[src/rtl/mix_engine.sv]
// Multi-channel sample mixer: for each output sample it reads every enabled source
// channel from SDRAM, attenuates and sums it, then writes the saturated mix back.
module mix_engine #(
  parameter int NCH = 4,
  parameter int AW  = 23,
  parameter int DW  = 16,
  parameter int LW  = 20
) (
  input  logic              i_clk,
  input  logic              i_rst,
  input  logic              mix_start,
  input  logic [AW-1:0]     mix_dst,
  input  logic [NCH*AW-1:0] mix_src,
  input  logic [NCH-1:0]    mix_en,
  input  logic [NCH*3-1:0]  mix_shift,
  input  logic [LW-1:0]     mix_len,
  output logic              mix_busy,
  output logic              mix_done,
  output logic              mix_read,
  output logic              mix_write,
  output logic [AW-1:0]     mix_addr,
  input  logic [DW-1:0]     mix_readdata,
  output logic [DW-1:0]     mix_writedata,
  input  logic              mix_sdram_finished,
  output logic              mix_sdram_refresh
);
  localparam int ACW = DW + 4;
  localparam int CW  = (NCH > 1) ? $clog2(NCH) : 1;
  localparam logic signed [ACW-1:0] ACC_MAX = ACW'(2**(DW-1) - 1);
  localparam logic signed [ACW-1:0] ACC_MIN = ACW'(-(2**(DW-1)));
  localparam logic [DW-1:0] OUT_MAX = {1'b0, {(DW-1){1'b1}}};
  localparam logic [DW-1:0] OUT_MIN = {1'b1, {(DW-1){1'b0}}};

  typedef enum logic [2:0] {IDLE, GAP, RD, WR, DONE} state_t;

  state_t                  state_reg;
  logic [LW-1:0]           k_reg;
  logic [LW-1:0]           len_reg;
  logic signed [ACW-1:0]   acc_reg;
  logic [AW-1:0]           dst_reg;
  logic [NCH*AW-1:0]       src_reg;
  logic [NCH-1:0]          en_reg;
  logic [NCH*3-1:0]        shift_reg;
  logic [NCH-1:0]          visited_reg;
  logic [CW-1:0]           cur_reg;

  logic [AW-1:0]           src_arr [NCH];
  logic [2:0]              shift_arr [NCH];
  logic [NCH-1:0]          pend;
  logic                    ch_found;
  logic [CW-1:0]           ch_next;
  logic [NCH-1:0]          ch_onehot;
  logic signed [DW-1:0]    sample_shifted;
  logic signed [ACW-1:0]   acc_sum;
  logic [DW-1:0]           sat_val;
  logic [LW-1:0]           k_inc;

  generate
    for (genvar gi = 0; gi < NCH; gi++) begin : g_unpack
      assign src_arr[gi]   = src_reg[gi*AW +: AW];
      assign shift_arr[gi] = shift_reg[gi*3 +: 3];
    end
  endgenerate

  assign pend = en_reg & ~visited_reg;

  // Lowest-numbered enabled channel not yet read for the current sample wins.
  always_comb begin
    ch_found  = 1'b0;
    ch_next   = '0;
    ch_onehot = '0;
    for (int c = NCH - 1; c >= 0; c--) begin
      if (pend[c]) begin
        ch_found  = 1'b1;
        ch_next   = CW'(c);
        ch_onehot = NCH'(1) << c;
      end
    end
  end

  assign sample_shifted = $signed(mix_readdata) >>> shift_arr[cur_reg];
  assign acc_sum        = acc_reg + $signed({{(ACW-DW){sample_shifted[DW-1]}}, sample_shifted});
  assign k_inc          = k_reg + 1'b1;
  assign mix_busy       = (state_reg != IDLE);

  always_comb begin
    if (acc_reg > ACC_MAX)      sat_val = OUT_MAX;
    else if (acc_reg < ACC_MIN) sat_val = OUT_MIN;
    else                        sat_val = acc_reg[DW-1:0];
  end

  always_ff @(posedge i_clk) begin
    if (!i_rst) begin
      state_reg         <= IDLE;
      k_reg             <= '0;
      len_reg           <= '0;
      acc_reg           <= '0;
      dst_reg           <= '0;
      src_reg           <= '0;
      en_reg            <= '0;
      shift_reg         <= '0;
      visited_reg       <= '0;
      cur_reg           <= '0;
      mix_done          <= 1'b0;
      mix_read          <= 1'b0;
      mix_write         <= 1'b0;
      mix_addr          <= '0;
      mix_writedata     <= '0;
      mix_sdram_refresh <= 1'b0;
    end else begin
      mix_done <= 1'b0;
      case (state_reg)
        IDLE: begin
          if (mix_start) begin
            dst_reg     <= mix_dst;
            src_reg     <= mix_src;
            en_reg      <= mix_en;
            shift_reg   <= mix_shift;
            len_reg     <= mix_len;
            k_reg       <= '0;
            acc_reg     <= '0;
            visited_reg <= '0;
            if (mix_len == '0) begin
              state_reg <= DONE;
            end else begin
              state_reg         <= GAP;
              mix_sdram_refresh <= 1'b1;
            end
          end
        end
        GAP: begin
          mix_sdram_refresh <= 1'b0;
          if (ch_found) begin
            state_reg   <= RD;
            cur_reg     <= ch_next;
            visited_reg <= visited_reg | ch_onehot;
            mix_read    <= 1'b1;
            mix_addr    <= src_arr[ch_next] + AW'(k_reg);
          end else begin
            state_reg     <= WR;
            mix_write     <= 1'b1;
            mix_addr      <= dst_reg + AW'(k_reg);
            mix_writedata <= sat_val;
          end
        end
        RD: begin
          if (mix_sdram_finished) begin
            acc_reg           <= acc_sum;
            mix_read          <= 1'b0;
            mix_addr          <= '0;
            mix_sdram_refresh <= 1'b1;
            state_reg         <= GAP;
          end
        end
        WR: begin
          if (mix_sdram_finished) begin
            mix_write     <= 1'b0;
            mix_addr      <= '0;
            mix_writedata <= '0;
            acc_reg       <= '0;
            visited_reg   <= '0;
            k_reg         <= k_inc;
            if (k_inc == len_reg) begin
              state_reg <= DONE;
            end else begin
              state_reg         <= GAP;
              mix_sdram_refresh <= 1'b1;
            end
          end
        end
        DONE: begin
          mix_done  <= 1'b1;
          state_reg <= IDLE;
        end
        default: state_reg <= IDLE;
      endcase
    end
  end
endmodule

[config.mk]
export PLATFORM = sky130hd
export DESIGN_NAME = mix_engine
export DESIGN_NICKNAME = d
export VERILOG_FILES = /design/src/rtl/mix_engine.sv
export SDC_FILE = /design/constraint.sdc
export NUM_CORES = 1
export LEC_CHECK = 0
export CAP_MARGIN = 0
export CORE_ASPECT_RATIO = 0.6
export CORE_MARGIN = 5
export CORE_UTILIZATION = 35
export DETAILED_ROUTE_END_ITERATION = 6
export PLACE_DENSITY_LB_ADDON = 0.25
export RECOVER_POWER = 50
export SLEW_MARGIN = 15
export SYNTH_ARGS = -nofsm -noshare
export SYNTH_HDL_FRONTEND = slang
export SYNTH_SLANG_ARGS = --single-unit
export TNS_END_PERCENT = 30
[constraint.sdc]
create_clock -name i_clk -period 6.3 [get_ports i_clk]
set_clock_uncertainty 0.15 [all_clocks]
set_input_delay 1.26 -clock i_clk [delete_from_list [all_inputs] [get_ports i_clk]]
set_output_delay 1.26 -clock i_clk [all_outputs]
set_load 0.01 [all_outputs]
# After elaboration in Yosys (flattened, before gate mapping)

Index checks and enable logic that the tools add are counted.

Bits in registers: 243

Add/sub/neg operators: 4
Order comparisons: 4
Eq/ne operators: 13
Shift operators: 1
Multiplexer cells: 55
Bitwise logic cells: 5
Reduce and logical (&&, ||, !) cells: 21

Operators with widths:

| cell                    | count |
|---|---|
| $mux W23                | 4 |
| $mux W20                | 4 |
| $mux W16                | 4 |
| $pmux W20 S3            | 1 |
| $add A23 B20 Y23        | 2 |
| $bmux W23 S2            | 1 |
| $pmux W23 S2            | 1 |
| $pmux W20 S2            | 1 |
| $pmux W16 S2            | 1 |
| $mux W4                 | 7 |
| $mux W3                 | 7 |
| $add A20 B1 Y20 const B | 1 |
| $add A20 B16 Y20        | 1 |
| $eq A20 B20 Y1          | 1 |
| $gt A20 B16 Y1 const B  | 1 |
| $logic_not A20 Y1       | 1 |
| $lt A20 B16 Y1 const B  | 1 |
| $sshr A16 B3 Y16        | 1 |
| $mux W1                 | 14 |
| $ne A2 B2 Y1 const B    | 7 |
| $pmux W3 S4             | 1 |
| $pmux W4 S3             | 1 |
| $reduce_and A3 Y1       | 4 |
| $reduce_bool A3 Y1      | 3 |
| 20 further kinds        | 33 |

# Logic depth before layout (Yosys ltp)

Gate-level depths: netlist (run 1).

Word-level depth: 13
Gate-level depth with buffers: 20
Gate-level depth less buffers: 18

# Worst setup path after synthesis (run 1)

No wires, ideal clock.

Path kind: input to register
From: input port mix_readdata[0]
To: register acc_reg[18]
Arrival time: 4.019 ns
Data required time: 6.033 ns
Slack: 2.014 ns
Stages: 14
Path buffers: 0
Cells stage by stage: nor2b_1 -> a211oi_1 -> a21oi_1 -> mux2_2 -> ha_1 -> fa_1 -> a211oi_1 -> o21ai_1 -> a221oi_2 -> a21oi_1 -> a221o_1 -> a31oi_1 -> xor2_1 -> o21ai_1

Longest elaborated chain between the ends: 4

Ends and longest elaborated chain:

| item                 | RTL line | text |
|---|---|---|
| from (decl)          | 22       | `input logic [DW-1:0] mix_readdata,` |
| $sshr A16 B3 Y16     | 81       | `assign sample_shifted = $signed(mix_readdata) >>> shift_arr[cur_reg];` |
| $add A20 B16 Y20     | 82       | `assign acc_sum = acc_reg + $signed({{(ACW-DW){sample_shifted[DW-1]}}, sample_shifted});` |
| $mux W20             | 147      | `if (mix_sdram_finished) begin` |
| $pmux W20 S3         | 112      | `case (state_reg)` |
| to (signal assigned) | 148      | `acc_reg <= acc_sum;` |
| to (decl)            | 39       | `logic signed [ACW-1:0] acc_reg;` |

Every way passes these cells. The select of a mux whose other input is x is not followed.
A chain may end at the register's enable or synchronous reset.

# Worst setup path after layout (run 1)

From: input port i_rst
To: register k_reg[13]

RTL lines:

| item                 | RTL line | text |
|---|---|---|
| from (decl)          | 10       | `input logic i_rst,` |
| to (signal assigned) | 162      | `k_reg <= k_inc;` |
| to (decl)            | 37       | `logic [LW-1:0] k_reg;` |

No word-level cell between the ends.

==> flow_metrics.tcl, run 1 <==
set metrics [dict create \
    status "finished with violations" \
    violations "max-capacitance violations, max-slew violations" \
    cts_root_buffer "clkbuf_16" \
    fin_tns_setup_ns 0 \
    total_power_mw 4.586 \
    async_flop_share 0 \
    nets 2022 \
    intPower_mw 3.053 \
    rsz0062_at_grt "false" \
    p_comb_frac 0.285 \
    hold_viol_final 0 \
    fin_crit_ns 5.338 \
    drt_first_pass_iters 6 \
    grtUsageTotal 0.2010 \
    ys_ff_latch 243 \
    cts_buffers 24 \
    period_share 0.8473 \
    synth.yosys.seq_area_share 0.3822 \
    grt_max_degree 122 \
    drc 0 \
    timing.hold.worst.start "mix_addr[18]$_SDFFE_PN0P_" \
    cts_htree_levels 1 \
    wl_um 42600 \
    cap_violations 1 \
    criticalPathCategory "input port to flip-flop" \
    clockBufferDepth 3 \
    vias 12232 \
    ys_dominant_reg_cell "dfxtp_1" \
    yosysWarnings 0 \
    vias_per_cell 5.311 \
    power_frac_seq 0.388 \
    fmax_mhz 187.3 \
    grt_pass1_vias 11477 \
    layout_commonest_cell "nand2_1" \
    startpoint_type "input port" \
    syn_avg_cell_area_um2 7.659 \
    syn_inst 1662 \
    drt_iter0_drc 836 \
    largest_reg_flops 92 \
    finalSetupViolCount 0 \
    maxSlewViolCount 121 \
    dp_cells 2258 \
    tightest_slew_ns 2.070 \
    p_sw_frac 0.3343 \
    ys_types 73 \
    gr-total-overflow 0 \
    clkPwrFrac 0.327 \
    antenna_found_initial 4 \
    ir_drop_mv 0.1366 \
    clk_pin_slew_worst_paths_ns 0.06 \
    crit_path_max_fanout 121 \
    grt_pass1_wl_um 65360 \
    cts_setup_buffers 0 \
    critPathArrivalTime_ns 5.63 \
    die_h_um 157.7 \
    worstReg2RegStart "en_reg[1]$_SDFFE_PN0P_" \
    syn_area_um2 12730 \
    p_per_area_nw_per_um2 287.2 \
    syn-num-nets 1876 \
    post_cts_resized 0 \
    io_buffers 214 \
    power_switching_mw 1.533 \
    core-area_um2 36150 \
    place_congestion 0.9043 \
    dp_hpwl_um 32260 \
    hold_path.class "flip-flop to flip-flop" \
    startpoint "i_rst" \
    slew_headroom -0.3801 \
    synth-edff-count 0 \
    ios 215 \
    layout_common_cells "nand2_1 (419), dfxtp_1 (243), a21oi_1 (237), clkdlybuf4s50_1 (168), nor2_1 (107)" \
    die_area_um2 40410 \
    rows 54 \
    cts_tree "yes" \
    die_w_um 256.2 \
    place_area_um2 15160 \
    worstPathRequired_ns 6.59 \
    fin_cells 2303 \
    initial_core_util 0.3522 \
    clkLatencyLatePin_ns 0.54 \
    synthToLayoutAreaGrowth_pct 25.41 \
    layout-drive-gt1-share 0.04767 \
    post-route-cell-area_um2 15960 \
    routedWlPerCell_um 18.50 \
    ant_nets 0 \
    worstSetupEndpointType "flip-flop" \
    cts_sinks 243 \
    holdBufCountCts 0 \
    leakagePower_nw 6.059 \
]
==> Yosys cell counts (3+ instances only) <==
library cell	n	area share
o21ai_1	12	0.0047
a211o_1	3	0.0021
o21a_1	6	0.0035
a22oi_1	24	0.014
or3_1	10	0.0049
a21o_1	21	0.012
o211ai_1	24	0.014
o2111ai_1	3	0.0021
dfxtp_1	243	0.38
or2_2	4	0.0020
buf_4	5	0.0029
and3_1	12	0.0059
nand4_1	10	0.0049
buf_2	7	0.0028
and4_1	5	0.0034
mux2_2	11	0.0097
a32oi_1	3	0.0021
inv_1	19	0.0056
nor3_1	24	0.0094
mux2i_1	46	0.036
ha_1	41	0.040
nand2b_1	12	0.0059
nor2b_1	6	0.0029
clkbuf_1	92	0.027
o21ai_0	53	0.021
xor2_1	25	0.017
and2_1	6	0.0029
nor4_1	10	0.0049
a311oi_1	3	0.0021
a21oi_1	237	0.093
nand2_1	420	0.12
o21bai_1	4	0.0024
a211oi_1	8	0.0047
nand3_1	26	0.010
a31oi_1	29	0.014
a221oi_1	4	0.0028
nor2_1	109	0.032
xnor2_1	36	0.025
mux4_2	3	0.0053
==> power groups by stage <==
stage                     Sequential (mW)  Clock [mW]  Combinational, mW
after floorplan                      1.78           0              0.842
after global placement               1.81           0               1.30
after detailed placement             1.82           0               1.31
after CTS                            1.78        1.54               1.31
after global routing                 1.80        1.60               1.44
final                                1.78        1.50               1.31
==> path summary, 6_finish.rpt <==
check,end,slack [ns],cells past startpoint
max reg2reg,mix_addr[22]$_SDFFE_PN0P_,1.30,18
max,k_reg[13]$_SDFFE_PN0P_,0.96,5
min reg2reg,mix_addr[18]$_SDFFE_PN0P_,0.30,2
min,mix_addr[18]$_SDFFE_PN0P_,0.30,2
==> critical path, cell delays in order <==
cell and delay, ns:
dlygate4sd3_1 0.52, clkbuf_1 0.80, clkinvlp_4 1.94, buf_4 0.84, a311oi_1 0.23
==> per-layer routing <==
metal | global-route usage | wire [um] | share of wire
met3 | 0.04129 | 2927 | 0.069
met2 | 0.3022 | 18010 | 0.42
met4 | 0.03723 | 692 | 0.016
met5 | 0 | 27 | 0.00063
met1 | 0.3006 | 20950 | 0.49
==> final cells by class <==
type	instances	area [um2]
fillers	3622	20180
multi-input cells	1293	7375
flip-flops and latches	243	4865
repair buffers	227	2245
clock buffers	37	720.7
well taps	476	595.6
clock inverters	6	83.83
inverters	19	75.07
diodes	2	5.005
==> stage by stage <==
step	utilization	hold slack [ns]	setup slack, ns
after floorplan	-	0.2780	2.014
after global placement	0.4194	0.2872	1.116
after detailed placement	0.4194	0.2935	1.009
after CTS	0.4417	0.3035	1.323
after global routing	0.4416	0.3197	0.5168
final	0.4416	0.2967	0.9618
==> logic make-up (layout without fill, tap and decap cells) <==
family          count (synthesis)  in the layout  share of synthesized area
mux                            60             60                    0.05121
flops                         243            243                     0.3822
buf+inv                       126            289                    0.03991
xor+xnor                       61             61                    0.04197
simple gates                  672            672                     0.2270
other cells                     0              2                          0
compound gates                457            457                     0.2143
fa+ha+maj                      43             43                    0.04344
No activity file was read; power rests on OpenSTA's default activity.
==> run 2, diff against run 1 <==
==> constraint.sdc (replaced) <==
create_clock -name i_clk -period 4.8 [get_ports i_clk]
set_clock_uncertainty 0.15 [all_clocks]
set_input_delay 0.96 -clock i_clk [delete_from_list [all_inputs] [get_ports i_clk]]
set_output_delay 0.96 -clock i_clk [all_outputs]
set_load 0.01 [all_outputs]
==> run 2 against run 1 <==
Net effect: the run still ends with max-capacitance violations, max-slew violations left; largest cell class unchanged; sequential cell count unchanged; worst hold slack better by 0.0022 ns; total power increased by 37%; cell count is 0.91% higher; sequential power up 31%; count of clock-buffer cells in the layout down 2; global-route usage fell by 0.28 points.
==> flow_metrics.tcl, run 2 (synthesized netlist as in run 1, its figures left out) <==
set metrics [dict create \
    status "finished with violations" \
    violations "max-capacitance violations, max-slew violations" \
    ios 215 \
    die_w_um 256.2 \
    die_area_um2 40410 \
    p_sw_frac 0.3313 \
    startpoint_type "flip-flop" \
    grt_pass1_vias 11194 \
    io_buffers 214 \
    ir_drop_mv 0.2373 \
    p_per_area_nw_per_um2 387.3 \
    finalSetupViolCount 0 \
    worstPathRequired_ns 5.07 \
    drt_iter0_drc 941 \
    dp_hpwl_um 31980 \
    crit_path_max_fanout 12 \
    p_comb_frac 0.279 \
    cts_htree_levels 1 \
    pre_cts_ws_ns 0.1348 \
    grt_max_degree 128 \
    drt_first_pass_iters 5 \
    wl_um 42330 \
    fin_ws_ns 0.2506 \
    maxSlewViolCount 125 \
    reg2reg_depth 14 \
    largest_reg_flops 92 \
    core-area_um2 36150 \
    clkPwrFrac 0.350 \
    layout-drive-gt1-share 0.06172 \
    power_switching_mw 2.082 \
    vias 12287 \
    slew_headroom -0.4531 \
    critPathArrivalTime_ns 4.81 \
    gr-total-overflow 0 \
    clockBufferDepth 3 \
    holdBufCountCts 0 \
    leakagePower_nw 6.210 \
    initial_core_util 0.3522 \
    drc 0 \
    fmax_mhz 219.8 \
    grt_pass1_wl_um 64350 \
    cts_buffers 26 \
    cts_root_buffer "clkbuf_16" \
    layout_common_cells "nand2_1 (419), dfxtp_1 (243), a21oi_1 (237), clkdlybuf4s50_1 (170), nor2_1 (107)" \
    cap_violations 1 \
    rows 54 \
    routedWlPerCell_um 18.21 \
    grtUsageTotal 0.1981 \
    power_frac_seq 0.371 \
    hold_viol_final 0 \
    synthToLayoutAreaGrowth_pct 27.43 \
    die_h_um 157.7 \
    fillers 3606 \
    antenna_found_initial 2 \
    post_cts_resized 0 \
    cts_sinks 243 \
    rsz0062_at_grt "false" \
    criticalPathCategory "flip-flop to flip-flop" \
    fin_tns_setup_ns 0 \
    cts_tree "yes" \
    ant_nets 0 \
    clkLatencyLatePin_ns 0.54 \
    period_share 0.9478 \
    holdPathStages 2 \
    tightest_slew_ns 2.180 \
    layout_commonest_cell "nand2_1" \
    clk_pin_slew_worst_paths_ns 0.06 \
    place_congestion 0.9100 \
    worstSetupEndpointType "flip-flop" \
    intPower_mw 4.202 \
    vias_per_cell 5.287 \
    fin_crit_ns 4.549 \
    hold_path.class "flip-flop to flip-flop" \
    rrSetupSlack_ns 0.25 \
    cts_setup_buffers 0 \
    nets 2041 \
]
## run 2: cell type report
cell class	count	area, um2	area share
diodes	1	2.502	0.0001543
clock buffers	35	744.5	0.04589
clock inverters	13	193.9	0.01196
inverters	19	75.07	0.004628
multi-input cells	1293	7375	0.4546
flip-flops and latches	243	4865	0.2999
well taps	476	595.6	0.03671
repair buffers	244	2371	0.1462
## run 2: worst paths after layout
path	from	end
worst min-delay path	mix_addr[13]$_SDFFE_PN0P_	mix_addr[13]$_SDFFE_PN0P_
worst max-delay path	cur_reg[0]$_SDFFE_PN0P_	acc_reg[19]$_SDFFE_PN0P_
worst min register to register	mix_addr[13]$_SDFFE_PN0P_	mix_addr[13]$_SDFFE_PN0P_
worst max register to register	cur_reg[0]$_SDFFE_PN0P_	acc_reg[19]$_SDFFE_PN0P_
## run 2: power groups by stage
stage          combinational (mW)  sequential, mW  clock [mW]
2_1_floorplan                1.11            2.34           0
3_5_place_dp                 1.75            2.38           0
4_1_cts                      1.76            2.33        2.24
3_3_place_gp                 1.74            2.37           0
6_report                     1.75            2.33        2.20
5_1_grt                      1.93            2.35        2.34
## run 2: through the flow
step                      power, mW  std cells  utilization  hold WS [ns]  area (um2)
after CTS                     6.334       2323       0.4493        0.3050       16240
after floorplan               3.446       1662            -        0.2780       12730
after global routing          6.616       2323       0.4487        0.3197       16220
after detailed placement      4.130       2275       0.4233        0.2930       15300
final                         6.283       2324       0.4488        0.2990       16220
after global placement        4.109       2275       0.4233        0.2901       15300
## run 2: layer usage
metal  vias up  global-route usage  wire length (um)
met4         4             0.04005               825
met2       296              0.2921             17780
met3        55             0.04001              2467
met5         -                   0                34
met1      5804              0.3000             21220
li1       6128                   -                 -
## run 2: critical path, cell delays in order, from the launching register on
cell and delay, ns:
dfxtp_1 0.46, mux4_2 0.68, buf_4 0.25, mux2i_1 0.19
mux2i_1 0.14, mux2_2 0.29, ha_1 0.34, and3_1 0.21
a221oi_1 0.38, o21ai_1 0.16, a311oi_1 0.40, nor2_1 0.12
o41ai_1 0.39, or2_1 0.17, o211ai_1 0.09
==> run 3, diff against run 2 <==
--- a/config.mk
+++ b/config.mk
@@ -12,7 +12,7 @@
 export DETAILED_ROUTE_END_ITERATION = 6
 export PLACE_DENSITY_LB_ADDON = 0.25
 export RECOVER_POWER = 50
-export SLEW_MARGIN = 15
+export SLEW_MARGIN = 5
 export SYNTH_ARGS = -nofsm -noshare
 export SYNTH_HDL_FRONTEND = slang
 export SYNTH_SLANG_ARGS = --single-unit
==> run 3 against run 2 <==
Net effect: critical path type unchanged; worst hold slack about the same; core utilization about the same; non-clock buffer count unchanged; sequential cell count unchanged; clock power about the same; first-iteration DRC count decreased by 0.21%; maximum frequency about the same; setup slack got worse by 0.0015 ns; sequential power about the same; combinational power about the same; the run still ends with max-capacitance violations, max-slew violations left; final area about the same.
==> flow_metrics.tcl, run 3 (synthesized netlist as in run 1, its figures left out) <==
set metrics [dict create \
    intPower_mw 4.201 \
    rows 54 \
    holdPathStages 2 \
    ios 215 \
    die_area_um2 40410 \
    clkPwrFrac 0.350 \
    cts_setup_buffers 0 \
    total_power_mw 6.282 \
    violations "max-capacitance violations, max-slew violations" \
    tightest_slew_ns 2.162 \
    initial_core_util 0.3522 \
    fin_crit_ns 4.551 \
    vias 12284 \
    grt_max_degree 128 \
    layout_common_cells "nand2_1 (419), dfxtp_1 (243), a21oi_1 (237), clkdlybuf4s50_1 (170), nor2_1 (108)" \
    status "finished with violations" \
    fin_tns_setup_ns 0 \
    worst_path_most_repeated_cell "mux2i_1" \
    clkLatencyLatePin_ns 0.54 \
    critPathArrivalTime_ns 4.82 \
    worst-path-buf-inv 1 \
    drt_iter0_drc 939 \
    worstReg2RegStart "cur_reg[0]$_SDFFE_PN0P_" \
    startpoint_type "flip-flop" \
    layout_commonest_cell "nand2_1" \
    die_h_um 157.7 \
    maxSlewViolCount 125 \
    reg2reg_depth 14 \
    io_buffers 214 \
    core-area_um2 36150 \
    grt_pass1_vias 11194 \
    fmax_mhz 219.7 \
    layout-drive-gt1-share 0.06172 \
    hold_path.class "flip-flop to flip-flop" \
    synthToLayoutAreaGrowth_pct 27.42 \
    p_sw_frac 0.3312 \
    drt_first_pass_iters 5 \
    rrSetupSlack_ns 0.25 \
    cts_tree "yes" \
    place_congestion 0.9100 \
    period_share 0.9481 \
    rsz0062_at_grt "false" \
    clk_pin_slew_worst_paths_ns 0.06 \
    hold_viol_final 0 \
    dp_hpwl_um 31980 \
    place_area_um2 15300 \
    cp_cell_sequence "mux4_2, buf_4, mux2i_1, mux2i_1, mux2_2, ha_1, and3_1, a221oi_1, o21ai_1, a311oi_1, nor2_1, o41ai_1, or2_1, o211ai_1" \
    critical-path-slowest-cell "mux4_2" \
    slew_headroom -0.4415 \
    worstSetupEndpointType "flip-flop" \
    die_w_um 256.2 \
    p_per_area_nw_per_um2 387.3 \
    cts_htree_levels 1 \
    cts_sinks 243 \
    criticalPathCategory "flip-flop to flip-flop" \
    cp_top_family "compound AO/OA/AOI/OAI gates" \
    post-route-cell-area_um2 16220 \
    vias_per_cell 5.286 \
    antenna_found_initial 2 \
    p_comb_frac 0.279 \
    timing.hold.worst.start "mix_addr[13]$_SDFFE_PN0P_" \
    power_switching_mw 2.081 \
    r2r_end "acc_reg[19]$_SDFFE_PN0P_" \
    routedWlPerCell_um 18.20 \
    power_frac_seq 0.371 \
    cts_root_buffer "clkbuf_16" \
    leakagePower_nw 6.212 \
    nets 2041 \
    holdWs_ns 0.2989 \
    wl_um 42310 \
    clockBufferDepth 3 \
    hold_end "mix_addr[13]$_SDFFE_PN0P_" \
    drc 0 \
    holdBufCountCts 0 \
    cap_violations 1 \
    fin_util 0.4487 \
    slowest_delay_ns 0.68 \
    largest_reg_flops 92 \
    grtUsageTotal 0.1981 \
    cts_buffers 26 \
    crit_path_max_fanout 12 \
    grt_pass1_wl_um 64350 \
    ant_nets 0 \
    ir_drop_mv 0.2374 \
    finalSetupViolCount 0 \
    gr-total-overflow 0 \
    post_cts_resized 0 \
    worstPathRequired_ns 5.06 \
]
==> run 3: routing by layer <==
metal / GRT usage / vias up / share of wire
met3: 0.04001 / 51 / 0.061
met5: 0 / - / 0.00080
met4: 0.04005 / 4 / 0.019
met2: 0.2921 / 305 / 0.42
met1: 0.3000 / 5799 / 0.50
li1: - / 6125 / -
==> run 3: layout make-up <==
cell class	instances	area [um2]
diodes	1	2.502
clock buffers	35	744.5
clock inverters	13	193.9
fillers	3605	19930
inverters	19	75.07
multi-input cells	1293	7372
flip-flops and latches	243	4865
well taps	476	595.6
repair buffers	244	2372
==> run 3: worst max-delay path by stage <==
| stage | slack (ns) | depth (start not counted) | end | start |
|---|---|---|---|---|
| finish | 0.25 | 14 | acc_reg[19]$_SDFFE_PN0P_ | cur_reg[0]$_SDFFE_PN0P_ |
| global route | 0.01 | 14 | acc_reg[19]$_SDFFE_PN0P_ | cur_reg[0]$_SDFFE_PN0P_ |
| CTS | 0.30 | 14 | acc_reg[19]$_SDFFE_PN0P_ | cur_reg[0]$_SDFFE_PN0P_ |
| detailed placement | 0.13 | 15 | acc_reg[18]$_SDFFE_PN0P_ | mix_readdata[0] |
| global placement | 0.15 | 15 | acc_reg[18]$_SDFFE_PN0P_ | mix_readdata[0] |
| floorplan | 0.54 | 16 | acc_reg[18]$_SDFFE_PN0P_ | cur_reg[0]$_SDFFE_PN0P_ |
==> run 3: power by group through the flow <==
stage	Combinational, mW	Clock, mW	Sequential, mW
global route	1.93	2.34	2.35
finish	1.75	2.20	2.33
detailed placement	1.75	0	2.38
global placement	1.74	0	2.37
CTS	1.76	2.24	2.33
floorplan	1.11	0	2.34
==> run 3: worst reg2reg max path, delay by kind of cell, from the launching register on <==
kind | cells | cell delay [ns]
muxes | 4 | 1.31
buffers and inverters | 1 | 0.25
and+or+nand+nor | 3 | 0.50
adders and majority gates | 1 | 0.34
AOI/OAI and AO/OA | 5 | 1.42
DFF | 1 | 0.46
==> run 3: per-stage QoR <==
stage,cells,setup slack [ns]
2_1_floorplan,1662,0.5382
5_1_grt,2323,0.01047
3_5_place_dp,2275,0.1348
6_report,2324,0.2492
3_3_place_gp,2275,0.1477
4_1_cts,2323,0.3012
